## src/rtl/uart_rx.sv

```systemverilog
// uart_rx: 8N1 UART receiver. Synchronises the serial line, detects the start
// edge, samples each bit at mid-period and presents each completed frame as a
// byte with a one-cycle done strobe, or as a one-cycle framing-error strobe.
module uart_rx #(
    parameter int BPS     = 9_600,
    parameter int CLK_FRE = 50_000_000
) (
    input  logic       sys_clk,
    input  logic       sys_rst_n,
    input  logic       uart_rxd,
    output logic [7:0] uart_rx_data,
    output logic       uart_rx_done,
    output logic       uart_rx_ferr,
    output logic       uart_rx_busy
);

    localparam logic [31:0] BPS_CNT = 32'(CLK_FRE / BPS);
    localparam logic [31:0] HALF    = BPS_CNT / 32'd2;

    typedef enum logic [1:0] {
        IDLE,
        START,
        DATA,
        STOP
    } state_t;

    state_t      state;
    state_t      next_state;
    logic        rxd_d0;
    logic        rxd_d1;
    logic        rxd_d2;
    logic [1:0]  sync_cnt;
    logic        sync_ok;
    logic        fall;
    logic [31:0] clk_cnt;
    logic [3:0]  bit_cnt;
    logic [7:0]  shreg;
    logic        at_half;
    logic        at_end;
    logic        cnt_clr;
    logic        stop_sample;

    // The edge detector is only trusted once rxd_d2 holds a real line sample,
    // so a line that is already low when reset releases does not look like a
    // start edge against the reset value of the synchroniser.
    assign sync_ok     = (sync_cnt == 2'd3);
    assign fall        = sync_ok & rxd_d2 & ~rxd_d1;
    assign at_half     = (clk_cnt == HALF);
    assign at_end      = (clk_cnt == BPS_CNT - 32'd1);
    assign cnt_clr     = (next_state != state) &&
                         ((next_state == IDLE) || (next_state == START));
    assign stop_sample = (state == STOP) && at_half;

    // Three-flop synchroniser on the asynchronous line plus its fill counter.
    always_ff @(posedge sys_clk) begin
        if (!sys_rst_n) begin
            rxd_d0   <= 1'b1;
            rxd_d1   <= 1'b1;
            rxd_d2   <= 1'b1;
            sync_cnt <= 2'd0;
        end else begin
            rxd_d0 <= uart_rxd;
            rxd_d1 <= rxd_d0;
            rxd_d2 <= rxd_d1;
            if (!sync_ok) begin
                sync_cnt <= sync_cnt + 2'd1;
            end
        end
    end

    // State register.
    always_ff @(posedge sys_clk) begin
        if (!sys_rst_n) begin
            state <= IDLE;
        end else begin
            state <= next_state;
        end
    end

    // Next-state decode; the stop bit is left at mid-period so a back-to-back
    // start edge is not missed.
    always_comb begin
        next_state = state;
        case (state)
            IDLE: begin
                if (fall) begin
                    next_state = START;
                end
            end
            START: begin
                if (at_half && rxd_d1) begin
                    next_state = IDLE;
                end else if (at_end) begin
                    next_state = DATA;
                end
            end
            DATA: begin
                if (at_end && (bit_cnt == 4'd7)) begin
                    next_state = STOP;
                end
            end
            STOP: begin
                if (at_half) begin
                    next_state = IDLE;
                end
            end
            default: next_state = IDLE;
        endcase
    end

    // Bit-period and bit counters, cleared whenever IDLE or START is entered.
    always_ff @(posedge sys_clk) begin
        if (!sys_rst_n) begin
            clk_cnt <= 32'd0;
            bit_cnt <= 4'd0;
        end else if (cnt_clr) begin
            clk_cnt <= 32'd0;
            bit_cnt <= 4'd0;
        end else if (state != IDLE) begin
            clk_cnt <= at_end ? 32'd0 : clk_cnt + 32'd1;
            if ((state == DATA) && at_end) begin
                bit_cnt <= bit_cnt + 4'd1;
            end
        end
    end

    // Mid-bit sampling of data bits into the shift register, LSB first.
    always_ff @(posedge sys_clk) begin
        if (!sys_rst_n) begin
            shreg <= 8'h00;
        end else if ((state == DATA) && at_half) begin
            shreg <= {rxd_d1, shreg[7:1]};
        end
    end

    // Registered outputs: byte/done on a good stop bit, ferr on a low one.
    always_ff @(posedge sys_clk) begin
        if (!sys_rst_n) begin
            uart_rx_data <= 8'h00;
            uart_rx_done <= 1'b0;
            uart_rx_ferr <= 1'b0;
            uart_rx_busy <= 1'b0;
        end else begin
            uart_rx_done <= stop_sample & rxd_d1;
            uart_rx_ferr <= stop_sample & ~rxd_d1;
            uart_rx_busy <= (next_state != IDLE);
            if (stop_sample && rxd_d1) begin
                uart_rx_data <= shreg;
            end
        end
    end

endmodule

```

## config.mk

```make
export PLATFORM = sky130hd
export DESIGN_NAME = uart_rx
export DESIGN_NICKNAME = d
export VERILOG_FILES = /design/src/rtl/uart_rx.sv
export SDC_FILE = /design/constraint.sdc
export NUM_CORES = 1
export LEC_CHECK = 0
export ABC_AREA = 1
export BUFFER_PORTS_ARGS = -buffer_cell sky130_fd_sc_hd__buf_2
export CORE_MARGIN = 5
export CORE_UTILIZATION = 42
export DETAILED_ROUTE_END_ITERATION = 8
export GPL_TIMING_DRIVEN = 0
export HOLD_SLACK_MARGIN = 0.15
export MAX_ROUTING_LAYER = met4
export PLACE_DENSITY = 0.68
export SLEW_MARGIN = 20
export SYNTH_ARGS = -nofsm -noshare
export SYNTH_HDL_FRONTEND = slang
export SYNTH_SLANG_ARGS = --single-unit
```

## constraint.sdc

```tcl
create_clock -name sys_clk -period 2.4 [get_ports sys_clk]
set_input_delay 0.12 -clock sys_clk [delete_from_list [all_inputs] [get_ports sys_clk]]
set_output_delay 0.12 -clock sys_clk [all_outputs]
set_load 0.01 [all_outputs]
```

==> flow_summary.ini, run 1 <==
[status]
status = completed

[timing]
fin_crit_sh = 0.8853
grt_setup_unrepaired = false
worst_pin_slew_ns = 0.5239
layout_min_cycle_time_ns = 2.125
maxSlewHeadroom = 0.6508
drv_slew = 0
setup_viol = 0
finalClockSkew_ns = 0.008043
fin_setup_tns_ns = 0
hold_viol_final = 0
timing.fmax_mhz = 470.7

[synth]
syn_area_um2 = 3402
synth_area_leaders = dfxtp_1 (36%), inv_1 (10%), nand2_1 (10%)
synth_top_family_by_area = simple AND/OR/NAND/NOR gates
yosys.area_share.xor_xnor = 0.05921
synthArstFlopShare = 0
synth_compound_area_frac = 0.07540
ys_warn_count = 0
syn_nets = 530
ys_top_cells_by_count = inv_1 (95), nand2_1 (92), nor2_1 (82)
synthCells = 523
synth.most_common_cell = inv_1
yosysTopAreaCell = dfxtp_1
yosysTopAreaCellShare = 0.3648
yosys.area_share.simple = 0.3601
yosysUniqueCellTypes = 26
synth_adder_area_share = 0.01471
postSynthAreaPerCell_um2 = 6.505
synthMuxAreaShare = 0
ys_ff_latch = 62
synth-seq-area-share = 0.3648
ys.flop_type = dfxtp_1
synth_edf_count = 0

[clock_tree]
cts.path.max_buffers = 2
clkTransAtPathRegs_ns = 0.07
cts_tree = built
clockRootBuffer = clkbuf_8
cts-buffers-inserted = 9
cts_setup_buffers = 0
clock_sinks = 62
clk_latency_ns = 0.34
ctsResizeCount = 0
hold_buffers = 3
htreeDepth = 3

[floorplan]
io_pins = 14
initial_core_util = 0.4357
core_um2 = 7807
die-area_um2 = 10000
die_y_um = 100
die_w_um = 100
rows = 32

[grt]
grt_pass1_wl_um = 13410
met3_usage = 0.04031
grt_max_degree = 12
grt.busiest_layer = met2
grtUsageTotal = 0.1710
met1_usage = 0.2170
grtUsageMet2 = 0.2586
overflow = 0
grt_pass1_vias = 3010
antenna_found_initial = 0

[drt]
firstDrtPassIters = 4
drt-total-wl_um = 7734
antenna_left = 0
first_iter_violations = 145
via_per_inst = 4.893
wl_per_cell_um = 11.77
drc = 0
vias = 3215

[final_layout]
areaGrowthSynthToFinish_pct = 12.84
drive_gt1_frac = 0.1027
n_antenna_cell = 0
finish.utilization = 0.4917
nets = 557

[pwr]
p_int_mw = 1.644
seq_power_share = 0.495
swShare = 0.2197
clkPwrFrac = 0.474
p_comb_frac = 0.030
power_density_nw_per_um2 = 548.9
ir_drop_uv = 642.4
power.switching_mw = 0.4630
p_leak_nw = 1.523

[setup_path]
r2r_slack_ns = 0.28
cpMostUsedCell = nor2_1
critPathKind = flip-flop to flip-flop
critPathMaxFanout = 7
start_kind = flip-flop
critical_path.max_stage_delay_ns = 0.43
critPathArrivalTime_ns = 2.41
cp-end-kind = flip-flop
path_cells = ha_1 -> inv_1 -> nor2_2 -> inv_1 -> nor2_1 -> nand3_1 -> nor2_1 -> nand3_1 -> xor2_1 -> nor2_1
crit_required_ns = 2.68
critPathSlowestCell = dfxtp_1

[placement]
io_buffers = 13
hpwl_um = 5761
place_congestion = 0.9329

[hold_path]
hold_class = flip-flop to flip-flop

[run]
max_cap_violations = 0
[cell families after synthesis]
logic type,Yosys count
XOR/XNOR,23
AND/OR/NAND/NOR,275
buffers and inverters,108
adder cells (fa/ha/maj),4
flip-flops,62
AO/OA/AOI/OAI,51
[state kept, by name, summed over array words and instances, names as in the netlist]
register,count
clk_cnt,32
shreg,8
uart_rx_data,8
bit_cnt,4
state,2
sync_cnt,2
rxd_d0,1
rxd_d1,1
rxd_d2,1
uart_rx_busy,1
uart_rx_done,1
uart_rx_ferr,1
[worst max-delay path: cells and delay by family, from the launching register on]
| kind | cells | cell delay, ns |
|---|---|---|
| buffers and inverters | 2 | 0.18 |
| adders and majority gates | 1 | 0.34 |
| DFF | 1 | 0.43 |
| and+or+nand+nor | 6 | 0.95 |
| xor gates and xnor gates | 1 | 0.17 |
[power groups by stage]
stage                     Combinational (mW)  Sequential, mW  Clock [mW]
after floorplan                       0.0447            1.07           0
after global placement                0.0596            1.07           0
after detailed placement              0.0609            1.07           0
after CTS                             0.0650            1.04        1.03
after global routing                  0.0734            1.04        1.08
final                                 0.0642            1.04       0.999
[final cells by class]
class,instances,area [um2]
flip-flops and latches,62,1241
plain buffers,9,56.30
well taps,102,127.6
repair buffers,16,95.09
multi-input cells,353,1733
fillers,812,3969
clock inverters,6,86.33
clock buffers,10,127.6
inverters,99,371.6
[worst paths after layout]
| path | from | end | cells past startpoint |
|---|---|---|---|
| max | clk_cnt[0] | clk_cnt[28] | 10 |
| min | rxd_d0 | rxd_d1 | 1 |
| max reg2reg | clk_cnt[0] | clk_cnt[28] | 10 |
| min reg2reg | rxd_d0 | rxd_d1 | 1 |
[per-stage QoR]
stage	cells	setup WS [ns]	hold slack [ns]	total power [mW]	area, um2
after floorplan	523	0.7251	0.2094	1.111	3402
after global placement	638	0.2912	0.3055	1.126	3595
after detailed placement	638	0.3037	0.3114	1.128	3595
after CTS	657	0.2850	0.4301	2.135	3839
after global routing	657	0.09822	0.4620	2.196	3839
final	657	0.2753	0.4244	2.107	3839
[layer usage]
metal,vias to the layer above,wire length (um)
met5,-,0
met1,1438,3691
met2,78,3405
met3,16,461
met4,0,176
li1,1683,-
[layout by cell type (no fill, tap or decap), drive strengths merged]
cell type	count
a31oi	1
nand3b	1
a21oi	18
xnor2	1
ha	4
buf	16
dfxtp	62
nand3	44
clkinvlp	1
o21ai	32
clkbuf	16
and3	1
inv	98
dlygate4sd3	3
nor2	98
nand2	95
nor3	17
xor2	22
clkinv	4
nor4	1
or2	2
nand4	16
bufinv	2
Note: power is estimated with default switching activity, not from simulation.
==> run 2, diff against run 1 <==
CTS_BUF_LIST = sky130_fd_sc_hd__clkbuf_4   (was unset)
clock period = 2.6 ns   (was 2.4 ns; I/O delays follow)
==> run 2 against run 1 <==
Effect of this change: die area did not move; combinational power fell by 7.8%; fmax fell by 0.13%; critical path depth did not move; global-route usage rose by 0.12 points; clock skew rose by 0.0092 ns; power fell by 15%; largest power group unchanged.
==> flow_summary.ini, run 2 (synthesis results as in run 1) <==
[status]
status = completed

[run]
max_cap_violations = 0

[grt]
antenna_found_initial = 0
grt_max_degree = 12
grt_pass1_wl_um = 13430
overflow = 0
grtUsageTotal = 0.1722
grt_pass1_vias = 2976

[final_layout]
largest_reg_flops = 32
multi_input_area_um2 = 1733
areaGrowthSynthToFinish_pct = 11.29
fin_area_um2 = 3786
n_antenna_cell = 0
seq_area_um2 = 1241
final_common_cell = inv_1
fillers = 813
nets = 557
finish.utilization = 0.4849
layout_common_cells = inv_1 (95), nand2_1 (92), nor2_1 (82), dfxtp_1 (62), nand3_1 (43)
largest-register = clk_cnt
drive_gt1_frac = 0.1045
largestRegisters = clk_cnt: 32 flops, shreg: 8 flops, uart_rx_data: 8 flops

[setup_path]
start_kind = flip-flop
cpMostUsedCell = nor2_1
critPathMaxFanout = 7
path_cells = ha_1 -> inv_1 -> nor2_2 -> inv_1 -> nor2_1 -> nand3_1 -> nor2_1 -> nand3_1 -> xor2_1 -> nor2_1
crit_required_ns = 2.98
critPathArrivalTime_ns = 2.50
critPathSlowestCell = dfxtp_1
cp-end-kind = flip-flop
critPathKind = flip-flop to flip-flop
critical_path.max_stage_delay_ns = 0.44

[placement]
place_area_um2 = 3595
place_congestion = 0.9329
hpwl_um = 5761
io_buffers = 13
place_ws_ns = 0.5037

[timing]
fin_ws_ns = 0.4726
finalClockSkew_ns = 0.01724
fin_crit_sh = 0.8182
worst_pin_slew_ns = 0.5179
grt_setup_unrepaired = false
drv_slew = 0
timing.fmax_mhz = 470.1
setup_viol = 0
fin_setup_tns_ns = 0
layout_min_cycle_time_ns = 2.127
hold_viol_final = 0
maxSlewHeadroom = 0.6547

[pwr]
p_leak_nw = 1.503
power_density_nw_per_um2 = 475.3
ir_drop_uv = 341.3

[drt]
antenna_left = 0
via_per_inst = 4.854
wl_per_cell_um = 11.68
firstDrtPassIters = 4
first_iter_violations = 181
dr_wl_met2_um = 3415
m1WireLength_um = 3716
vias = 3189
top_layer = met4
drt-total-wl_um = 7676
drc = 0
wl_met3_um = 406

[clock_tree]
clockRootBuffer = clkbuf_4
clk_latency_ns = 0.43
clkTransAtPathRegs_ns = 0.11
cts-buffers-inserted = 9
cts_tree = built
cts.path.max_buffers = 2
clock_sinks = 62
htreeDepth = 3
ctsResizeCount = 0

[floorplan]
die-area_um2 = 10000
rows = 32
io_pins = 14
die_y_um = 100
initial_core_util = 0.4357
core_um2 = 7807
die_w_um = 100

[hold_path]
hold_class = flip-flop to flip-flop
run 2: worst paths after layout:
kind                    from           to  slack (ns)  depth (start not counted)
setup / recovery  clk_cnt[0]  clk_cnt[28]        0.47                         10
hold / removal        rxd_d0       rxd_d1        0.44                          1
setup reg to reg  clk_cnt[0]  clk_cnt[28]        0.47                         10
hold reg to reg       rxd_d0       rxd_d1        0.44                          1
run 2: repair_timing:
| action | in CTS | in global routing |
|---|---|---|
| hold buffers | 3 | 0 |
| hold endpoints to repair | 11 | 0 |
| buffers inserted | 0 | 0 |
run 2: power by group:
| group | total, mW | internal (mW) | switching [mW] |
|---|---|---|---|
| clock network | 0.777 | 0.399 | 0.378 |
| logic | 0.0592 | 0.0218 | 0.0373 |
| registers | 0.963 | 0.958 | 0.00532 |
| total | 1.80 | 1.38 | 0.421 |
run 2: routing by layer:
metal / vias up / track usage
li1: 1682 / -
met1: 1428 / 0.2170
met2: 64 / 0.2555
met3: 15 / 0.06254
met4: 0 / 0.05907
met5: - / -
run 2: cell type report:
type,instances,share of cell area
Multi-Input combinational cell,353,0.4577
Sequential cell,62,0.3278
Inverter,99,0.09815
Tap cell,102,0.03371
Timing Repair Buffer,16,0.02512
Clock inverter,6,0.02280
Clock buffer,10,0.01983
Buffer,9,0.01487
run 2: worst max-delay path: cells and delay by family, from the launching register on:
| family | cells | cell delay (ns) |
|---|---|---|
| fa+ha+maj | 1 | 0.33 |
| buf+inv | 2 | 0.18 |
| xor+xnor | 1 | 0.16 |
| simple gates | 6 | 0.94 |
| flops | 1 | 0.44 |
run 2: metrics by stage:
| step | hold slack (ns) | cells | power [mW] |
|---|---|---|---|
| after CTS | 0.4451 | 657 | 1.817 |
| after global routing | 0.4708 | 657 | 1.885 |
| after detailed placement | 0.3214 | 638 | 1.041 |
| final | 0.4385 | 657 | 1.800 |
| after global placement | 0.3155 | 638 | 1.039 |
| after floorplan | 0.2194 | 523 | 1.025 |
==> run 3, diff against run 2 <==
ABC_AREA = 0   (was 1)
PLACE_DENSITY = 0.7   (was 0.68)
clock period = 1.9 ns   (was 2.6 ns; I/O delays follow)
==> run 3 against run 2 <==
Effect of this change: the run now ends with negative setup slack left; utilization grew 4.7 points; combinational power rose by 48%; fmax up 11%; non-clock buffer count is 18 higher; final cell count down 33%; design area decreased by 5.1%; worst hold slack gained 0.0059 ns; synthesized area decreased by 14%; sequential share of layout area increased by 2.5 points; clock skew fell by 0.0090 ns; largest cell class unchanged; largest power group unchanged.
==> flow_summary.ini, run 3 <==
[pwr]
p_leak_nw = 1.317
ir_drop_uv = 705.5
total_power_mw = 2.349
power_density_nw_per_um2 = 653.6

[synth]
synthCells = 315
postSynthAreaPerCell_um2 = 9.243
yosysTopAreaCell = dfxtp_1
synth.most_common_cell = dfxtp_1
ys_warn_count = 0
yosysTopAreaCellShare = 0.4263
ys_top_cells_by_count = dfxtp_1 (62), nor2_1 (53), nand2_1 (26)
synth_area_leaders = dfxtp_1 (43%), nor2_1 (6.8%), xor2_1 (6.0%)
ys_ff_latch = 62
synth_edf_count = 0
synth-seq-area-share = 0.4263
syn_area_um2 = 2912
syn_nets = 322
synthArstFlopShare = 0
ys.flop_type = dfxtp_1
yosysUniqueCellTypes = 44

[drt]
wl_per_cell_um = 14.45
via_per_inst = 5.291
vias = 2344
drc = 0
firstDrtPassIters = 4
drt-total-wl_um = 6401
first_iter_violations = 133
antenna_left = 0

[floorplan]
rows = 30
io_pins = 14
core_um2 = 6756
initial_core_util = 0.4309
die_y_um = 93.26
die_w_um = 93.26
die-area_um2 = 8697

[run]
max_cap_violations = 0

[clock_tree]
cts_tree = built
clk_latency_ns = 0.42
clkTransAtPathRegs_ns = 0.12
cts-buffers-inserted = 9
clockRootBuffer = clkbuf_4
htreeDepth = 3
cts.path.max_buffers = 2
clock_sinks = 62

[grt]
grt_pass1_vias = 2314
grtUsageTotal = 0.1600
overflow = 0
met3_usage = 0.02896
antenna_found_initial = 0
grt.busiest_layer = met2
grtUsageMet2 = 0.2484
met1_usage = 0.1989
grt_pass1_wl_um = 10720
grt_max_degree = 13

[status]
status = finished with violations
violations = negative setup slack

[timing]
drv_slew = 0
layout_min_cycle_time_ns = 1.912
fin_ws_ns = -0.01208
hold_viol_final = 0
grt_setup_unrepaired = true
fin_crit_sh = 1.006
setup_viol = 5
holdWs_ns = 0.4444
finalClockSkew_ns = 0.008270
maxSlewHeadroom = 0.6371
timing.fmax_mhz = 523.0
worst_pin_slew_ns = 0.5414

[final_layout]
areaGrowthSynthToFinish_pct = 23.42
final_common_cell = nor2_1
nets = 365
finish.utilization = 0.5319
largest-register = clk_cnt
largestRegisters = clk_cnt: 32 flops, shreg: 8 flops, uart_rx_data: 8 flops
drive_gt1_frac = 0.2672
largest_reg_flops = 32
fin_area_um2 = 3593
layout_common_cells = nor2_1 (53), dfxtp_1 (46), nand2_1 (26), xor2_1 (20), buf_4 (16)
n_antenna_cell = 0

[setup_path]
critPathArrivalTime_ns = 2.21
crit_required_ns = 2.20
start_kind = flip-flop
critPathKind = flip-flop to flip-flop
cp-end-kind = flip-flop
critPathMaxFanout = 5

[hold_path]
hold_class = flip-flop to flip-flop

[placement]
place_congestion = 0.8005
place_area_um2 = 3077
hpwl_um = 4078
io_buffers = 13
## run 3: final cells by class
type	instances	area, um2
fill	594	3163
sequential	62	1269
inverter	9	33.78
tap	80	100.1
multi-input combinational	233	1712
clock buffer	9	67.56
buffer	10	88.84
timing repair buffer	33	247.7
clock inverter	7	75.07
## run 3: final timing paths
kind / start / to / slack (ns) / depth (start not counted)
setup / recovery: clk_cnt[19] / bit_cnt[1] / -0.01 / 5
hold / removal: rxd_d0 / rxd_d1 / 0.44 / 1
setup reg to reg: clk_cnt[19] / bit_cnt[1] / -0.01 / 5
hold reg to reg: rxd_d0 / rxd_d1 / 0.44 / 1
## run 3: cell families (layout without fill, tap and decap cells)
family,after synthesis,count (layout),synth area share
multiplexers,11,11,0.03782
adder cells (fa/ha/maj),4,4,0.01719
AND/OR/NAND/NOR,156,156,0.3163
XOR/XNOR,33,33,0.09927
buffers and inverters,20,68,0.03824
AO/OA/AOI/OAI,29,29,0.06489
flip-flops,62,62,0.4263
## run 3: routing by layer
layer  share of wire  wire length [um]  vias up
li1                -                 -     1196
met1            0.47              3011     1090
met2            0.48              3088       49
met3           0.034               218        9
met4           0.013                83        0
met5               0                 0        -
## run 3: report_power, final
group / total (mW) / switching (mW) / internal (mW)
Combinational: 0.0875 / 0.0511 / 0.0364
Clock: 0.943 / 0.542 / 0.401
Sequential: 1.32 / 0.00971 / 1.31
Total: 2.35 / 0.603 / 1.75
## run 3: worst max-delay path: stages (launching register included)
cell and delay (ns):
dfxtp_4 0.38, nor4_4 0.39, nand4_4 0.19, or2_4 0.33, o41ai_4 0.44, nor2_1 0.07
## run 3: timing repair
item	CTS	global route
gates resized for setup	18	34
endpoints found under the setup margin	57	54
hold endpoints to repair	12	0
pin swaps	9	16
setup buffers	10	7
hold buffers	3	0
## run 3: stage by stage
stage | setup WS (ns) | cells | TNS (ns)
after global placement | -0.2849 | 408 | -12.95
after detailed placement | -0.3299 | 408 | -14.63
after CTS | -0.001277 | 437 | -0.001277
after floorplan | 0.02224 | 315 | 0
final | -0.01208 | 443 | -0.03579
after global routing | -0.1391 | 443 | -2.395
